### src/rtl/regfile_rename_pkg.sv
// Core-wide constants shared by the Tomasulo register file and its read ports.
// Defaults match the core's register file configuration.
package regfile_rename_pkg;
    localparam int CORE_XLEN   = 32;
    localparam int CORE_NREG   = 32;
    localparam int CORE_TAG_W  = 4;
    localparam int CORE_NRD    = 2;
    localparam int CORE_REG_AW = $clog2(CORE_NREG);
endpackage

### src/rtl/regfile_read_port.sv
// One combinational read port: x0 forcing and commit-to-read bypass
// applied on top of the selected register entry.
module regfile_read_port
    import regfile_rename_pkg::*;
#(
    parameter int XLEN   = CORE_XLEN,
    parameter int TAG_W  = CORE_TAG_W,
    parameter int REG_AW = CORE_REG_AW
) (
    input  logic [REG_AW-1:0] idx,
    input  logic [XLEN-1:0]   reg_val,
    input  logic              reg_busy,
    input  logic [TAG_W-1:0]  reg_tag,
    input  logic              commit_valid,
    input  logic [REG_AW-1:0] commit_rd,
    input  logic [TAG_W-1:0]  commit_tag,
    input  logic [XLEN-1:0]   commit_val,
    output logic [XLEN-1:0]   val,
    output logic              busy,
    output logic [TAG_W-1:0]  tag
);
    logic bypass_s;

    // A commit only forwards when it is the producer the register still waits on.
    assign bypass_s = commit_valid && (commit_rd == idx) && reg_busy && (reg_tag == commit_tag);

    // Select x0 zeroes, the bypassed commit value, or the stored entry.
    always_comb begin
        val  = {XLEN{1'b0}};
        busy = 1'b0;
        tag  = {TAG_W{1'b0}};
        if (idx == {REG_AW{1'b0}}) begin
            val  = {XLEN{1'b0}};
            busy = 1'b0;
            tag  = {TAG_W{1'b0}};
        end else if (bypass_s) begin
            val  = commit_val;
            busy = 1'b0;
            tag  = reg_tag;
        end else begin
            val  = reg_val;
            busy = reg_busy;
            tag  = reg_tag;
        end
    end
endmodule

### src/rtl/regfile_rename.sv
// Architectural register file with per-register rename status (busy + RoB tag),
// commit-to-read bypass, issue-over-commit arbitration and commit-preserving flush.
module regfile_rename
    import regfile_rename_pkg::*;
#(
    parameter  int XLEN   = CORE_XLEN,
    parameter  int NREG   = CORE_NREG,
    parameter  int TAG_W  = CORE_TAG_W,
    parameter  int NRD    = CORE_NRD,
    localparam int REG_AW = $clog2(NREG)
) (
    input  logic                  clk_in,
    input  logic                  rst_in,
    input  logic                  rdy_in,
    input  logic                  flush_in,
    input  logic                  issue_valid,
    input  logic [REG_AW-1:0]     issue_rd,
    input  logic [TAG_W-1:0]      issue_tag,
    input  logic                  commit_valid,
    input  logic [REG_AW-1:0]     commit_rd,
    input  logic [TAG_W-1:0]      commit_tag,
    input  logic [XLEN-1:0]       commit_val,
    input  logic [NRD*REG_AW-1:0] rd_idx,
    output logic [NRD*XLEN-1:0]   rd_val,
    output logic [NRD-1:0]        rd_busy,
    output logic [NRD*TAG_W-1:0]  rd_tag
);
    logic [XLEN-1:0]  regs_r [NREG];
    logic [NREG-1:0]  busy_r;
    logic [TAG_W-1:0] tag_r  [NREG];

    logic commit_we_s;
    logic commit_clr_s;
    logic issue_we_s;

    assign commit_we_s  = rdy_in && commit_valid && (commit_rd != {REG_AW{1'b0}});
    assign commit_clr_s = commit_we_s && busy_r[commit_rd] && (tag_r[commit_rd] == commit_tag);
    assign issue_we_s   = rdy_in && issue_valid && (issue_rd != {REG_AW{1'b0}});

    // State update: reset, then flush (keeps the flushing commit's value), then ready-gated traffic.
    always_ff @(posedge clk_in or posedge rst_in) begin
        if (rst_in) begin
            for (int i = 0; i < NREG; i++) begin
                regs_r[i] <= {XLEN{1'b0}};
                tag_r[i]  <= {TAG_W{1'b0}};
            end
            busy_r <= {NREG{1'b0}};
        end else if (flush_in) begin
            for (int i = 0; i < NREG; i++) begin
                tag_r[i] <= {TAG_W{1'b0}};
            end
            busy_r <= {NREG{1'b0}};
            if (commit_we_s) begin
                regs_r[commit_rd] <= commit_val;
            end
        end else if (rdy_in) begin
            if (commit_we_s) begin
                regs_r[commit_rd] <= commit_val;
            end
            if (commit_clr_s) begin
                busy_r[commit_rd] <= 1'b0;
            end
            // Issue is applied last so a same-register rename overrides the commit's clear.
            if (issue_we_s) begin
                busy_r[issue_rd] <= 1'b1;
                tag_r[issue_rd]  <= issue_tag;
            end
        end
    end

    for (genvar k = 0; k < NRD; k++) begin : g_rd
        logic [REG_AW-1:0] idx_s;
        assign idx_s = rd_idx[k*REG_AW +: REG_AW];

        regfile_read_port #(
            .XLEN   (XLEN),
            .TAG_W  (TAG_W),
            .REG_AW (REG_AW)
        ) u_port (
            .idx          (idx_s),
            .reg_val      (regs_r[idx_s]),
            .reg_busy     (busy_r[idx_s]),
            .reg_tag      (tag_r[idx_s]),
            .commit_valid (commit_valid),
            .commit_rd    (commit_rd),
            .commit_tag   (commit_tag),
            .commit_val   (commit_val),
            .val          (rd_val[k*XLEN +: XLEN]),
            .busy         (rd_busy[k]),
            .tag          (rd_tag[k*TAG_W +: TAG_W])
        );
    end
endmodule

### config.mk
export PLATFORM = sky130hd
export DESIGN_NAME = regfile_rename
export DESIGN_NICKNAME = d
export VERILOG_FILES = /design/src/rtl/regfile_rename_pkg.sv /design/src/rtl/regfile_read_port.sv /design/src/rtl/regfile_rename.sv
export SDC_FILE = /design/constraint.sdc
export NUM_CORES = 2
export LEC_CHECK = 0
export ABC_AREA = 1
export CAP_MARGIN = 15
export CORE_MARGIN = 5
export CORE_UTILIZATION = 55
export CTS_BUF_LIST = sky130_fd_sc_hd__clkbuf_8
export DETAILED_ROUTE_END_ITERATION = 6
export HOLD_SLACK_MARGIN = 0.12
export PLACE_DENSITY = 0.72
export SYNTH_ARGS = -nofsm -noshare
export SYNTH_HDL_FRONTEND = slang
export SYNTH_SLANG_ARGS = --single-unit
### constraint.sdc
create_clock -name clk_in -period 62.3 [get_ports clk_in]
set_input_delay 6.23 -clock clk_in [delete_from_list [all_inputs] [get_ports clk_in]]
set_output_delay 6.23 -clock clk_in [all_outputs]
set_load 0.005 [all_outputs]
# [After elaboration in Yosys (flattened, before gate mapping)]
# Cells that the tools add are included.
[op_classes] magnitude_cmp=12 n_shift=0 addsub=0 muxes=53 div=0 bitwise_logic=7 eq_ne=5 n_reduce_logical=23 n_mul=0
[op_table] cell="two-way mux 1024 bit" count=3
[op_table] cell="bitwise mux 1024 bit" count=1
[op_table] cell="two-way mux 32 bit" count=15
[op_table] cell="two-way mux 128 bit" count=3
[op_table] cell="binary-select mux 32 bit (select 5 bit)" count=2
[op_table] cell="demux 32 bit (select 5 bit)" count=1
[op_table] cell="bitwise mux 128 bit" count=1
[op_table] cell="binary-select mux 4 bit (select 5 bit)" count=3
[op_table] cell="two-way mux 4 bit" count=9
[op_table] cell="bitwise AND 32 bit" count=1
[op_table] cell="inverter 32 bit" count=1
[op_table] cell="OR 32 bit" count=1
[op_table] cell=">= comparator 6 bit (second input constant)" count=4
[op_table] cell="less-than comparator 5 x 6 -> 1 bit (second input constant)" count=4
[op_table] cell="inverter 5 -> 6 bit" count=4
[op_table] cell="demux 4 bit (select 5 bit)" count=1
[op_table] cell="logical AND 1 bit" count=16
[op_table] cell="binary-select mux 1 bit (select 5 bit)" count=3
[op_table] cell="equality test 4 bit" count=3
[op_table] cell="less-than comparator 6 x 1 -> 1 bit (second input constant)" count=2
[op_table] cell="demux 1 bit (select 5 bit)" count=2
[op_table] cell="equality test 5 bit" count=2
[op_table] cell=">= comparator 5 x 1 -> 1 bit (second input constant)" count=2
[op_table] cell="logical NOT 5 bit" count=2
[op_table] cell="other kinds (4)" count=14
[word_totals] wordCells=165 register_bits=1184 latch_bits=0 rom_bits=0 memories=0 output_inout_bits=74 mem_bits_rw=0

# [Logic depth before layout (Yosys ltp)]
[depth] depth_word=13 ltp_mapped=19

# [Cells and area by module]
# Synthesis repeated with hierarchy kept, for this count alone.
[unflattened] hier_cells=8953 hier_area_um2=66312.3
[by_module_without_submodules] mod="regfile_rename" cells_each=8453 seq_area_each_um2=29628.4 n_inst=1 area_per_inst_um2=64197.8
[by_module_without_submodules] mod="regfile_read_port" cells_each=250 seq_area_each_um2=0.0 n_inst=2 area_per_inst_um2=1057.3

# [Worst setup path after synthesis]
# No wires, ideal clock.
[synth_path] path_kind="input to output" startpoint="input rd_idx[6]" endpoint="output rd_busy[1]" arrival_ns=7.829 path_buffers=8 slack_ns=48.241 cell_stages=12 cell_sequence="buf_4 -> inv_4 -> buf_4 -> buf_6 -> buf_4 -> buf_4 -> buf_2 -> nand4_1 -> buf_2 -> nand3_1 -> inv_1 -> buf_4"
[synth_via] elab_chain_cells=8 elab_cells_between_ends=14 classes_between="eq/ne (2); mux (7); bitwise (1); reduce/logical (4)"
[synth_lines] element="from (decl)" line_no="regfile_rename.sv:23" text="input logic [NRD*REG_AW-1:0] rd_idx,"
[synth_lines] element="inverter 5 -> 6 bit (implied by the code)" line_no="regfile_rename.sv:83" text=".reg_tag (tag_r[idx_s]),"
[synth_lines] element="binary-select mux 4 bit (select 5 bit)" line_no="regfile_rename.sv:83"
[synth_lines] element="two-way mux 4 bit (implied by the code) (2 in a row)" line_no="regfile_rename.sv:83"
[synth_lines] element="equality test 4 bit" line_no="regfile_read_port.sv:25" text="assign bypass_s = commit_valid && (commit_rd == idx) && reg_busy && (reg_tag == commit_tag);"
[synth_lines] element="logical AND 1 bit" line_no="regfile_read_port.sv:25"
[synth_lines] element="two-way mux 1 bit" line_no="regfile_read_port.sv:36" text="end else if (bypass_s) begin"
[synth_lines] element="two-way mux 1 bit (*)" line_no="regfile_read_port.sv:32" text="if (idx == {REG_AW{1'b0}}) begin"
[synth_lines] element="to (decl)" line_no="regfile_rename.sv:25" text="output logic [NRD-1:0] rd_busy,"
# Every way passes the cells marked *; elsewhere a longest branch is shown, timed or not. The select of a mux whose other input is x is not followed.

# [Worst setup path in the final report]
[layout_path] startpoint="input rd_idx[0]" endpoint="output rd_val[17]"
[layout_via] elab_chain_cells=8 elab_cells_between_ends=17 classes_between="eq/ne (2); mux (10); bitwise (1); reduce/logical (4)"
[layout_lines] element="inverter 5 -> 6 bit (implied by the code)" line_no="regfile_rename.sv:81, regfile_rename.sv:83"
[layout_lines] element="binary-select mux 4 bit (select 5 bit)" line_no="regfile_rename.sv:83"
[layout_lines] element="two-way mux 4 bit (implied by the code) (2 in a row)" line_no="regfile_rename.sv:83"
[layout_lines] element="equality test 4 bit" line_no="regfile_read_port.sv:25"
[layout_lines] element="logical AND 1 bit" line_no="regfile_read_port.sv:25"
[layout_lines] element="two-way mux 32 bit" line_no="regfile_read_port.sv:36"
[layout_lines] element="two-way mux 32 bit (*)" line_no="regfile_read_port.sv:32"
[layout_lines] element="to (decl)" line_no="regfile_rename.sv:24" text="output logic [NRD*XLEN-1:0] rd_val,"
# Marked as above.

==> results.txt <==
The flow ran to the end, but the final reports show violations. The final reports fail on design-rule violations, max-slew violations. The number of different library cells used by synthesis comes to 37.

Routability-driven placement finished with a final weighted congestion of 1.02. Setup repair after global routing left no endpoint under its margin. The number of synthesized flops with an enable pin is 0, and the maximum clock skew at final layout is 0.0280 ns. Data arrives at the worst endpoint at 11.59 ns. VDD sags by at most 23.6 uV.

Internal power comes to 1.34 mW. Dividing the synthesized area by the synthesized cell count gives 7.06 um^2. The analysis attributes to net switching a power of 0.634 mW.

The tools report the residual DRC count as 25. The top-level I/O count was 140. The tree is rooted in a sky130_fd_sc_hd__clkbuf_8. The run gives 12 as the initial antenna violation count. The startpoint identified for the worst hold timing path is regs_r[1004].

The data required time of the critical path was 56.07 ns. For this run, the leading register cell type out of synthesis is sky130_fd_sc_hd__dfrtp_1. The endpoint type of the worst setup path was an output pin.

The die covers 130000 um^2. The detail route stage leaves a number of antenna-violating nets equal to 0. From left edge to right edge, the die measures 361 um.

The proportion of netlist area held by the largest area contributor is 0.437, and the effective utilization at floorplan is 0.555. Summed over all cells, the static leakage comes to 32.4 nW. The switching part of the total power is 0.321, and the worst relative slew slack is -0.0588.

Maximum fanout along the worst path: 200. Final-report hold violation count: 0. By count the netlist is led by sky130_fd_sc_hd__nand2_1 (3091), sky130_fd_sc_hd__o21ai_0 (1527), sky130_fd_sc_hd__dfrtp_1 (1184). Detailed routing inserted a total of 71300 vias.

By area the synthesized netlist is led by sky130_fd_sc_hd__dfrtp_1 (44%), sky130_fd_sc_hd__nand2_1 (17%), sky130_fd_sc_hd__o21ai_0 (11%). The run gives 0 as the number of hold-repair buffers added at the cts stage. The number of violations reported at the end of detailed-routing iteration 0 is 12500, and the first-pass GRT wire length is 408000 um.

The tools report the total number of clock tree sinks as 1184. Total half-perimeter wirelength after legalization and detailed placement: 145000 um. Type of element launching the critical path: an input pin. The number of register bits inferred by synthesis is 1184, and the global routing usage summed across all routing layers is 0.405. Measured along the y axis, the die boundary spans 361 um.

The tools report the core area as 122000 um^2. For the final routed database, the setup TNS stands at 0 ns. The count of input and output buffers came out at 139. The most area-hungry cell type in the Yosys netlist was sky130_fd_sc_hd__dfrtp_1. The kind of critical path is input pin to output pin. For the pin with the worst max-slew slack, the measured transition is 1.59 ns. After clock tree synthesis, the clock-pin slew on the worst setup and hold paths is 0.05 ns. The number of instances in the synthesized netlist came out at 9588. Sum of overflow across all layers after global routing: 0. The sequential group share of total power was 0.464; the via density per instance was 6.53. Counting along the longest clock path gives a buffer depth of 3. In this run the critical register-to-register path is launched from tag_r[90].

The number of pins exceeding their max-slew limit in the final report was 76. OpenSTA, run right after detailed placement, puts the worst setup slack at 44.82 ns. For the count of standard-cell rows, the log shows 128. The post-layout net count came out at 9205. Latest clock arrival within the worst-skew pair: 0.95 ns. The relative area change from synthesis to final layout works out to 7.19%. The count of max-cap constraint violations was 0; the level count of the clock H-tree was 4.

For the via count of the first global-routing pass, the log shows 65400. The first detailed-routing pass took 7 iterations. The final critical-path required period came out at 17.82 ns. The filler cell count in the final layout is 11400, and the power density over cell area is 27.2 nW/um^2. Across all setup checks in the final design, the least slack found is 44.48 ns. The fraction of synthesis flops using an asynchronous set or reset pin works out to 1.00. Setup violations remaining at the end of the flow were counted as 0. The number of setup buffers added after CTS is 0.

The logs give 67700 um^2 for the area of the mapped netlist and 274000 um for the post-detailed-routing wire length. The achievable frequency was 0.0561 GHz; the register area share after synthesis was 0.437. The combinational cell fraction of total power is 0.173.

By instance count, the leading cell after synthesis is sky130_fd_sc_hd__nand2_1. The per-cell routed wire length was 25.1 um; the number of warning messages in the yosys log was 0. The tightest min-delay check is of the flop to flop type.

The TritonCTS buffer count came out at 203. The fraction of the cycle the final worst path needs is 0.286. TritonCTS built the clock tree. The fraction of final layout cells sized beyond drive strength 1 works out to 0.0506. Pin count of the biggest net entering global routing: 201.

The critical path starts at rd_idx[0]. Share of total power in the clock network: 0.363. The logs give 9654 for the net count of the mapped netlist and 0 for the number of gates resized after CTS.
[cells by family after synthesis]
family / share of synthesized area
and+or+nand+nor: 0.259
AOI/OAI and AO/OA: 0.225
buffers and inverters: 0.0789
DFF: 0.437
xor gates and xnor gates: 0.000129
[layout by cell type, fill, tap and decap left out, drive strengths merged]
cell,n
clkbuf,260
o31ai,3
o211ai,26
a211oi,10
a221oi,11
dfrtp,1184
nand2,3094
o22ai,52
o311ai,186
nand4,37
bufinv,3
a21oi,999
a32o,5
diode,3
nor2,210
a221o,7
inv,403
or2,1
clkinvlp,4
a22oi,4
buf,129
nand3,957
xnor2,1
nor3,11
o2111ai,1
o221ai,4
clkinv,17
nor4,4
clkdlybuf4s50,128
o21ai,1535
[layer usage]
metal  vias up  share of wire  global-route usage
met5         -         0.0010              0.0123
met2      5515           0.40               0.569
met1     33200           0.37               0.536
met4        10          0.062               0.219
met3      1159           0.16               0.161
li1      31400              -                   -
[power groups by stage]
| stage | clock network [mW] | logic (mW) | registers, mW |
|---|---|---|---|
| finish | 0.717 | 0.342 | 0.918 |
| global route | 0.753 | 0.376 | 0.927 |
| CTS | 0.718 | 0.330 | 0.915 |
| detailed placement | 0 | 0.329 | 0.927 |
| global placement | 0 | 0.320 | 0.924 |
| floorplan | 0 | 0.228 | 0.915 |
[critical path, stage by stage]
cell	delay [ns]
sky130_fd_sc_hd__buf_8	0.45
sky130_fd_sc_hd__buf_4	0.94
sky130_fd_sc_hd__buf_4	1.00
sky130_fd_sc_hd__buf_12	0.61
sky130_fd_sc_hd__nand2_1	0.14
sky130_fd_sc_hd__nand2_1	0.09
sky130_fd_sc_hd__a21oi_1	0.06
sky130_fd_sc_hd__o311ai_0	0.46
sky130_fd_sc_hd__nand3_1	0.13
sky130_fd_sc_hd__nand2_1	0.14
sky130_fd_sc_hd__a21oi_1	0.08
sky130_fd_sc_hd__nor2_1	0.30
sky130_fd_sc_hd__clkdlybuf4s50_1	0.58
[metrics by stage]
| step | area [um^2] | power [mW] | utilization | instances | hold WS [ns] |
|---|---|---|---|---|---|
| finish | 72600 | 1.98 | 0.595 | 10900 | 0.375 |
| global route | 72600 | 2.06 | 0.595 | 10900 | 0.384 |
| CTS | 72500 | 1.96 | 0.594 | 10900 | 0.378 |
| detailed placement | 68400 | 1.26 | 0.561 | 10600 | 0.366 |
| global placement | 68300 | 1.24 | 0.560 | 10500 | 0.365 |
| floorplan | 67700 | 1.14 | - | 9588 | 0.429 |
[area by class of cell]
class / count / area (um^2) / area share
Multi-Input combinational cell: 7158 / 33000 / 0.455
Sequential cell: 1184 / 29600 / 0.408
Clock buffer: 258 / 3550 / 0.0489
Timing Repair Buffer: 259 / 2570 / 0.0354
Tap cell: 1625 / 2030 / 0.0280
Inverter: 333 / 1310 / 0.0181
Clock inverter: 94 / 487 / 0.00670
Antenna cell: 3 / 7.51 / 0.000103
[registers in the layout (all words and copies together), names as in the netlist]
signal,cells
busy_r,32
tag_r,128
regs_r,1024
[path summary, 6_finish.rpt]
| check | to | slack, ns | cells after the start |
|---|---|---|---|
| worst max-delay path | rd_val[17] | 44.48 | 13 |
| worst min-delay path | regs_r[1004] | 0.37 | 0 |
| worst max register to register | busy_r[20] | 59.65 | 11 |
| worst min register to register | regs_r[1004] | 0.37 | 0 |
| max in group asynchronous | regs_r[527] | 53.28 | 5 |
| min in group asynchronous | regs_r[112] | 5.74 | 2 |
Note: power is estimated with default switching activity, not from simulation.
